<file path="src/rtl/inst_fetch.sv">
// Fetch stage: issues 1-cycle imem reads from pc_in into a 2-entry tagged buffer for decode.
// Latency 2 clocks issue->inst_valid; issue is credit-gated on buffer+in-flight, so decode stalls stop pc_en.
module inst_fetch #(
   parameter int INST_WIDTH     = 32,
   parameter int MEM_ADDR_WIDTH = 10,
   parameter int INST_MEM_START = 0,
   parameter int INST_MEM_DEPTH = 512
) (
   input  logic                      clk,
   input  logic                      reset_n,
   input  logic [MEM_ADDR_WIDTH-1:0] pc_in,
   output logic                      pc_en,
   output logic [MEM_ADDR_WIDTH-1:0] imem_addr,
   output logic                      imem_rd_en,
   input  logic [INST_WIDTH-1:0]     imem_rdata,
   input  logic                      halt,
   input  logic                      flush,
   output logic                      inst_valid,
   input  logic                      inst_ready,
   output logic [INST_WIDTH-1:0]     inst_out,
   output logic [MEM_ADDR_WIDTH-1:0] inst_pc,
   output logic                      fetch_fault
);

   typedef enum logic [1:0] {
      ST_RUN    = 2'd0,
      ST_HALTED = 2'd1,
      ST_FAULT  = 2'd2
   } state_e;

   state_e                    state_q, state_d;
   logic [1:0]                cnt_q, cnt_d;
   logic                      inflight_q, inflight_d;
   logic [MEM_ADDR_WIDTH-1:0] tag_q, tag_d;
   logic [INST_WIDTH-1:0]     head_dat_q, head_dat_d;
   logic [MEM_ADDR_WIDTH-1:0] head_pc_q, head_pc_d;
   logic [INST_WIDTH-1:0]     tail_dat_q, tail_dat_d;
   logic [MEM_ADDR_WIDTH-1:0] tail_pc_q, tail_pc_d;

   int         pc_int;
   logic       pc_legal;
   logic [2:0] occ;
   logic       credit_ok;
   logic       run_ok;
   logic       issue;
   logic       bad_pc;
   logic       buf_vld;
   logic       pop;
   logic       push;

   always_comb begin
      pc_int   = int'(pc_in);
      pc_legal = (pc_int >= INST_MEM_START) &&
                 (pc_int < INST_MEM_START + INST_MEM_DEPTH);
   end

   // Credit counts words already buffered plus the one in flight, net of this cycle's pop.
   always_comb begin
      buf_vld   = (cnt_q != 2'd0);
      pop       = buf_vld && inst_ready;
      push      = inflight_q && !flush;
      occ       = {1'b0, cnt_q} + {2'b00, inflight_q} - {2'b00, pop};
      credit_ok = (occ < 3'd2);
      run_ok    = reset_n && (state_q == ST_RUN) && !halt && !flush;
      issue     = run_ok && pc_legal && credit_ok;
      bad_pc    = run_ok && !pc_legal;
   end

   always_ff @(posedge clk or negedge reset_n) begin
      if (!reset_n) begin
         state_q <= ST_RUN;
      end else begin
         state_q <= state_d;
      end
   end

   always_comb begin
      state_d = state_q;
      case (state_q)
         ST_RUN: begin
            if (halt) begin
               state_d = ST_HALTED;
            end else if (bad_pc) begin
               state_d = ST_FAULT;
            end
         end
         ST_HALTED: begin
            if (!halt) begin
               state_d = ST_RUN;
            end
         end
         ST_FAULT: begin
            if (flush) begin
               state_d = halt ? ST_HALTED : ST_RUN;
            end
         end
         default: state_d = ST_RUN;
      endcase
   end

   always_comb begin
      pc_en       = issue;
      imem_rd_en  = issue;
      imem_addr   = pc_in;
      inst_valid  = buf_vld;
      inst_out    = head_dat_q;
      inst_pc     = head_pc_q;
      fetch_fault = (state_q == ST_FAULT);
   end

   always_comb begin
      inflight_d = issue;
      tag_d      = issue ? pc_in : tag_q;
      cnt_d      = cnt_q;
      head_dat_d = head_dat_q;
      head_pc_d  = head_pc_q;
      tail_dat_d = tail_dat_q;
      tail_pc_d  = tail_pc_q;
      if (flush) begin
         cnt_d = 2'd0;
      end else begin
         case (cnt_q)
            2'd0: begin
               if (push) begin
                  head_dat_d = imem_rdata;
                  head_pc_d  = tag_q;
                  cnt_d      = 2'd1;
               end
            end
            2'd1: begin
               if (push && pop) begin
                  head_dat_d = imem_rdata;
                  head_pc_d  = tag_q;
               end else if (push) begin
                  tail_dat_d = imem_rdata;
                  tail_pc_d  = tag_q;
                  cnt_d      = 2'd2;
               end else if (pop) begin
                  cnt_d = 2'd0;
               end
            end
            2'd2: begin
               if (pop) begin
                  head_dat_d = tail_dat_q;
                  head_pc_d  = tail_pc_q;
                  if (push) begin
                     tail_dat_d = imem_rdata;
                     tail_pc_d  = tag_q;
                  end else begin
                     cnt_d = 2'd1;
                  end
               end
            end
            default: cnt_d = 2'd0;
         endcase
      end
   end

   always_ff @(posedge clk or negedge reset_n) begin
      if (!reset_n) begin
         cnt_q      <= 2'd0;
         inflight_q <= 1'b0;
         tag_q      <= '0;
         head_dat_q <= '0;
         head_pc_q  <= '0;
         tail_dat_q <= '0;
         tail_pc_q  <= '0;
      end else begin
         cnt_q      <= cnt_d;
         inflight_q <= inflight_d;
         tag_q      <= tag_d;
         head_dat_q <= head_dat_d;
         head_pc_q  <= head_pc_d;
         tail_dat_q <= tail_dat_d;
         tail_pc_q  <= tail_pc_d;
      end
   end

   a_no_overflow : assert property (@(posedge clk) disable iff (!reset_n)
      !(push && !pop && (cnt_q == 2'd2)));

endmodule

</file>
<file path="config.mk">
export PLATFORM = sky130hd
export DESIGN_NAME = inst_fetch
export DESIGN_NICKNAME = d
export VERILOG_FILES = /design/src/rtl/inst_fetch.sv
export SDC_FILE = /design/constraint.sdc
export NUM_CORES = 1
export LEC_CHECK = 0
export ABC_AREA = 1
export CAP_MARGIN = 20
export CORE_AREA = 2 2 100 102
export CTS_CLUSTER_DIAMETER = 50
export DETAILED_ROUTE_END_ITERATION = 8
export DIE_AREA = 0 0 102 104
export PLACE_DENSITY = 0.89
export SKIP_CTS_REPAIR_TIMING = 1
export SYNTH_ARGS = -nofsm -noshare
export SYNTH_HDL_FRONTEND = slang
export SYNTH_SLANG_ARGS = --single-unit
</file>
<file path="constraint.sdc">
create_clock -name clk -period 3.6 [get_ports clk]
set_input_delay 0.72 -clock clk [delete_from_list [all_inputs] [get_ports clk]]
set_output_delay 0.72 -clock clk [all_outputs]
set_load 0.03 [all_outputs]
</file>
==> out/qor.txt <==
final critical-path required period -> 3.43 ns
Crit path top cell by count -> inv_1
drt pass-1 iters -> 5
GPL Wtd Cong -> 0.786
flops & latches, synth -> 99
pre-CTS WS -> 0.211 ns
critical path cell sequence -> inv_1 -> ha_1 -> inv_2 -> nand2_4 -> inv_1 -> nor2_1 -> o21ai_0 -> fa_1 -> nand3b_1 -> nor2_4 -> nand2_1 -> inv_1 -> buf_4
Mapped Area -> 0.00470 mm^2
family with the most delay on the worst path -> adder cells
Clock Path Buffers -> 2
startpoint types -> register
Fin Clk Skew -> 0.00856 ns
core area -> 0.00955 mm^2
CP max-delay cell -> fa_1
Final Slew Violations -> 0
most frequent cells in the layout -> 416 x nand2_1, 99 x clkdlybuf4s50_1, 97 x dfrtp_1, 13 x nand3_1
layout cells sized above 1 -> 0.0666
sequential fraction of the synthesis area -> 0.527
# setup viols final -> 0
buffers plus inverters on the worst setup path -> 5
initial antenna violation count -> 0
Reg clk slew, reported paths -> 0.10 ns
Rel. slew slack -> 0.395
Area growth syn-to-layout -> 25.6%
WP data arrival -> 2.71 ns
YS warnings -> 0
Routed WL per cell -> 12.4 um
CTS buffer count -> 9
Post-Synth XOR/XNOR Area -> 0
Syn Area/Cell -> 7.61 um^2
synth unique cells -> 24
status -> complete, no violations
Mapped Cells -> 618
most common cell after layout, fill and taps aside -> nand2_1
Residual DRC -> 0
via count -> 4007
total negative setup slack -> 0 ns
CTS root buf -> clkbuf_8
crit end category -> output port
DRT Wirelength -> 10.4 mm
CTS tree -> built
maximum clock rate -> 0.292 GHz
Final Util -> 0.619
starting density of the core -> 0.493
Hold Crit Class -> in -> async
pin count of the biggest net entering global routing -> 51
first-pass GRT wire length -> 17.9 mm
final hold violation count -> 0
vias in the first global route -> 4056
WS Path Type -> reg -> out
R2R setup slack -> 0.75 ns
fill count -> 833
RSZ-0062 raised after global routing -> false
buffers added on ports -> 102
Static Leak -> 3.19 nW
Die Width -> 102 um
gr usage total -> 0.209
Max-Cap Viols -> 0
final period utilization -> 0.951
CP max stage delay -> 0.49 ns
CTS Sinks -> 99
Mapped Nets -> 670
Antenna Nets Post-Route -> 0
HPWL after detailed placement -> 7.03 mm
diode count -> 0
actual slew at the worst max-slew pin -> 0.908 ns
Max VDD drop -> 0.266 mV
htree depth -> 3
chip height -> 104 um
mux contribution to synthesized area -> 0
Required @ worst endpoint -> 2.88 ns
Rows -> 36
grt ovf -> 0
largest family of logic cells by synthesized area -> simple AND/OR/NAND/NOR gates
Worst-Skew Late Latency -> 0.36 ns
worst-path maximum fanout -> 6
Ports -> 103
fin nets -> 753
drt first-iter violations -> 186
final critical-path setup slack -> 0.175 ns
power per cell area -> 724 mW/mm^2
vias per cell -> 4.78
fraction of the mapped netlist area in adder cells -> 0.0149
Post-Synth Simple-Gate Area -> 0.378
compound-gate portion of the synthesized area -> 0.00825
die area -> 0.0106 mm^2
per-layer routing:
layer / part of all wire / wire [um] / track usage / vias to the layer above
met1: 0.44 / 4580 / 0.260 / 1850
met2: 0.50 / 5210 / 0.364 / 130
met3: 0.044 / 459 / 0.0329 / 18
li1: - / - / - / 2009
met4: 0.017 / 175 / 0.0771 / 0
met5: 0 / 0 / 0 / -
metrics by stage:
| stage | cell area, um^2 | cells | total power [W] | hold WS, ns |
|---|---|---|---|---|
| after global routing | 5910 | 839 | 0.00455 | 0.506 |
| after CTS | 5900 | 839 | 0.00430 | 0.481 |
| after floorplan | 4700 | 618 | 0.00280 | 0.424 |
| after global placement | 5680 | 823 | 0.00343 | 0.452 |
| after detailed placement | 5680 | 823 | 0.00351 | 0.458 |
| final | 5910 | 839 | 0.00427 | 0.472 |
layout make-up:
cell class / count / area (um^2) / area share
Sequential cell: 99 / 2480 / 0.420
Tap cell: 133 / 166 / 0.0282
Multi-Input combinational cell: 463 / 1890 / 0.320
Timing Repair Buffer: 110 / 1070 / 0.182
Clock inverter: 6 / 88.8 / 0.0150
Inverter: 18 / 70.1 / 0.0119
Clock buffer: 10 / 138 / 0.0233
where the power goes:
part,internal (W),switching (W)
Clock,0.000410,0.000382
Sequential,0.00150,0.000234
Combinational,0.000689,0.00106
Total,0.00260,0.00167
sequential cells by signal, summed over array words and instances, names as in the netlist:
| register | flops |
|---|---|
| state_q | 2 |
| inst_out | 32 |
| tail_pc_q | 10 |
| cnt_q | 2 |
| tag_q | 10 |
| inst_pc | 10 |
| tail_dat_q | 32 |
| inflight_q | 1 |
Yosys cell counts:
library cell / n / area (um^2)
buf_1: 7 / 26.3
nand3b_1: 1 / 7.51
nor2_1: 12 / 45.0
nand3_2: 2 / 20.0
fa_1: 1 / 20.0
a21oi_4: 1 / 16.3
inv_2: 5 / 18.8
buf_4: 15 / 113
clkbuf_1: 1 / 3.75
nand2_4: 1 / 11.3
o21ai_0: 2 / 10.0
nand3_1: 13 / 65.1
o21ai_1: 1 / 5.00
nand2_1: 416 / 1560
ha_1: 4 / 50.1
inv_4: 1 / 6.26
inv_1: 12 / 45.0
nor2_4: 4 / 45.0
nor3_1: 1 / 5.00
dfrtp_1: 99 / 2480
buf_2: 7 / 35.0
o21a_1: 1 / 7.51
buf_6: 8 / 90.1
nand2_2: 3 / 18.8
cell families after synthesis:
logic type | count (synthesis)
AND/OR/NAND/NOR | 453
flip-flops | 99
buffers and inverters | 56
AO/OA/AOI/OAI | 5
adder cells (fa/ha/maj) | 5
worst paths after layout:
path | start | to | cells after the start
min in group clk | inst_out[21] | inst_out[21] | 2
max | cnt_q[1] | pc_en | 13
min | reset_n | inst_out[14] | 2
min reg2reg | inst_out[21] | inst_out[21] | 2
max reg2reg | cnt_q[0] | tail_pc_q[3] | 7
max in group asynchronous | reset_n | cnt_q[1] | 3
Note: power is estimated with default switching activity, not from simulation.
==> RTL change, RTL diff (same settings) <==
`tag_q`, `head_dat_q` and `tail_dat_q` no longer have a reset.
--- a/src/rtl/inst_fetch.sv
+++ b/src/rtl/inst_fetch.sv
@@ -162,6 +162,3 @@
          inflight_q <= 1'b0;
-         tag_q      <= '0;
-         head_dat_q <= '0;
          head_pc_q  <= '0;
-         tail_dat_q <= '0;
          tail_pc_q  <= '0;
@@ -170,8 +167,11 @@
          inflight_q <= inflight_d;
-         tag_q      <= tag_d;
-         head_dat_q <= head_dat_d;
          head_pc_q  <= head_pc_d;
-         tail_dat_q <= tail_dat_d;
          tail_pc_q  <= tail_pc_d;
       end
+   end
+
+   always_ff @(posedge clk) begin
+      tag_q      <= tag_d;
+      head_dat_q <= head_dat_d;
+      tail_dat_q <= tail_dat_d;
    end
Formal check against the unedited RTL: differs if reset_n is asserted again (counterexample within 4 cycles, from zero or initial values and one cycle with reset_n low); with reset_n held inactive, the same outputs for 4 cycles.
==> RTL change against the original RTL <==
Design area shrank 9.4%. Critical endpoint is now imem_rd_en. Hold slack gained 0.0083 ns. Sequential cell count is the same. Wire length shrank 20%. Critical path depth shrank 5. Worst setup slack lost 0.095 ns. Area after synthesis shrank 14%.
Power is not compared: it rests on default switching activity, and its combinational part moved more than twofold at a synthesized area within 25%.
==> RTL change: results (changes against the original RTL) <==
| Metric | Value |
|---|---|
| Max clock buf depth | `2 (unchanged)` |
| Worst Hold Endpoint | `tail_pc_q[5]$_DFFE_PN0P_` |
| Layout cells sized above 1 | `0.09865 (was 0.06657)` |
| Post-synthesis async set-or-reset flop share | `0.2525 (was 1.000)` |
| Reg2reg setup slack | `0.96 ns (was 0.75 ns)` |
| DRT Pass-1 Iters | `4 (was 5)` |
| Number of port buffers | `102 (unchanged)` |
| Nets | `493 (was 753)` |
| Largest net degree at the start of global routing | `44 (was 51)` |
| Hpwl dp | `5.920 mm (was 7.031 mm)` |
| Synth unique cells | `25 (was 24)` |
| Overall routed net length | `8.335 mm (was 10.43 mm)` |
| R2r startpoint | `cnt_q[0]$_DFFE_PN0P_ (unchanged)` |
| Worst r2r path cells | `10 (was 7)` |
| Crit path max-delay family | `buffers and inverters (was adder cells)` |
| Vias in the first global route | `2,898 (was 4,056)` |
| Post-synth top cells | `nand2_1 (149), edfxtp_1 (74), dfrtp_1 (25), buf_4 (14), nor2_1 (12) (was nand2_1 (416), dfrtp_1 (99), buf_4 (15), nand3_1 (13))` |
| Mux cell area share after synthesis | `0.02463 (was 0)` |
| Synth area leaders | `edfxtp_1 (55%), dfrtp_1 (15%), nand2_1 (14%), buf_4 (2.6%), mux2i_1 (2.5%) (was dfrtp_1 (53%), nand2_1 (33%), buf_4 (2.4%), buf_6 (1.9%), nand3_1 (1.4%))` |
| Global-route wire length before repair | `13.32 mm (was 17.94 mm)` |
| CP max stage delay | `0.59 ns (was 0.49 ns)` |
| Final Skew | `0.01395 ns (was 0.008557 ns)` |
| Critical Path AT | `2.80 ns (was 2.71 ns)` |
| Setup TNS | `0 ns (unchanged)` |
| Detailed Route Iter0 Violations | `60 (was 186)` |
| Worst hold path cell count | `2` |
| Peak supply drop | `0.0003888 V` |
| Critical path endpoint | `imem_rd_en (was pc_en)` |
| Post-Synth Adder-Cell Area | `0.01724 (was 0.01490)` |
| Post-synth EDFFs | `74 (was 0)` |
| Relative slew slack | `0.6559 (was 0.3946)` |
| GRT Resource Usage Total | `0.1606 (was 0.2093)` |
| Synth Net Count | `396 (was 670)` |
| Synth Area in XOR/XNOR | `0 (unchanged)` |
| Via-per-instance ratio | `4.760 (was 4.776)` |
| CP Launch Point | `inst_ready (was cnt_q[1]$_DFFE_PN0P_)` |
| Fillers | `780 (was 833)` |
| Class of the worst hold path | `reg -> reg (was in -> async)` |
| Worst R2R End | `tag_q[1]$_DFFE_PP_ (was tail_pc_q[3]$_DFFE_PN0P_)` |
| Placed Area | `5164 sq um (was 5678 sq um)` |
| Max_cap viols | `0 (unchanged)` |
| Initial antenna violation count | `0 (unchanged)` |
| Outcome | `complete, no violations (unchanged)` |
| TritonCTS Buffers | `9 (unchanged)` |
| Synth Area in Compound Gates | `0.01724 (was 0.008247)` |
| Crit path max fanout | `4 (was 6)` |
| Post-synthesis sequential area ratio | `0.7007 (was 0.5267)` |
| Worst path slowest cell | `clkdlybuf4s50_1 (was fa_1)` |
| Clk_lat worst skew | `0.36 ns (about the same)` |
| GPL Wtd Cong | `0.8125 (was 0.7861)` |
[RTL change: cell count changes after synthesis, moves of 6 or more]
cell	unedited run	this run
nand2_1	416	149
dfrtp_1	99	25
edfxtp_1	0	74
mux2i_1	0	10
nand3_1	13	4
o21ai_1	1	9
buf_1	7	0
buf_6	8	2
[RTL change: report_power, final]
group	total, uW	leakage (uW)	switching, uW	internal (uW)
combinational	750	0.00105	452	298
sequential	1450	0.000996	73.3	1380
clock	656	0.0000844	394	262
total	2860	0.00213	920	1940
[RTL change: cell type report]
class	instances	area (sq um)	area share
repair buffers	108	1074	0.2007
well taps	133	166.4	0.03111
clock inverters	7	60.06	0.01123
multi-input cells	211	1026	0.1918
clock buffers	9	123.9	0.02316
inverters	12	50.05	0.009357
flip-flops and latches	99	2849	0.5326
[RTL change: worst min-delay path: stages, from the launching register on]
cell and delay [ns]:
dfrtp_1 0.36, nand2_1 0.05, nand2_1 0.05
[RTL change: logic make-up (layout without fill, tap and decap cells)]
kind of cell / after synthesis / in the layout
buffers and inverters: 34 / 136
multiplexers: 10 / 10
AND/OR/NAND/NOR: 182 / 182
flip-flops: 99 / 99
AO/OA/AOI/OAI: 14 / 14
adder cells (fa/ha/maj): 5 / 5
[RTL change: through the flow]
| stage | worst slack (ns) | std cells | hold WS (ns) |
|---|---|---|---|
| after global placement | 0.1563 | 563 | 0.4532 |
| final | 0.07998 | 579 | 0.4799 |
| after floorplan | 0.2130 | 344 | 0.4244 |
| after global routing | 0.005280 | 579 | 0.5103 |
| after detailed placement | 0.1054 | 563 | 0.4588 |
| after CTS | 0.06723 | 579 | 0.4827 |
[RTL change: layer usage]
layer	routed length (um)	track usage
met5	0	0
met1	3412	0.1871
met4	187	0.06952
met2	4276	0.2787
met3	458	0.03763
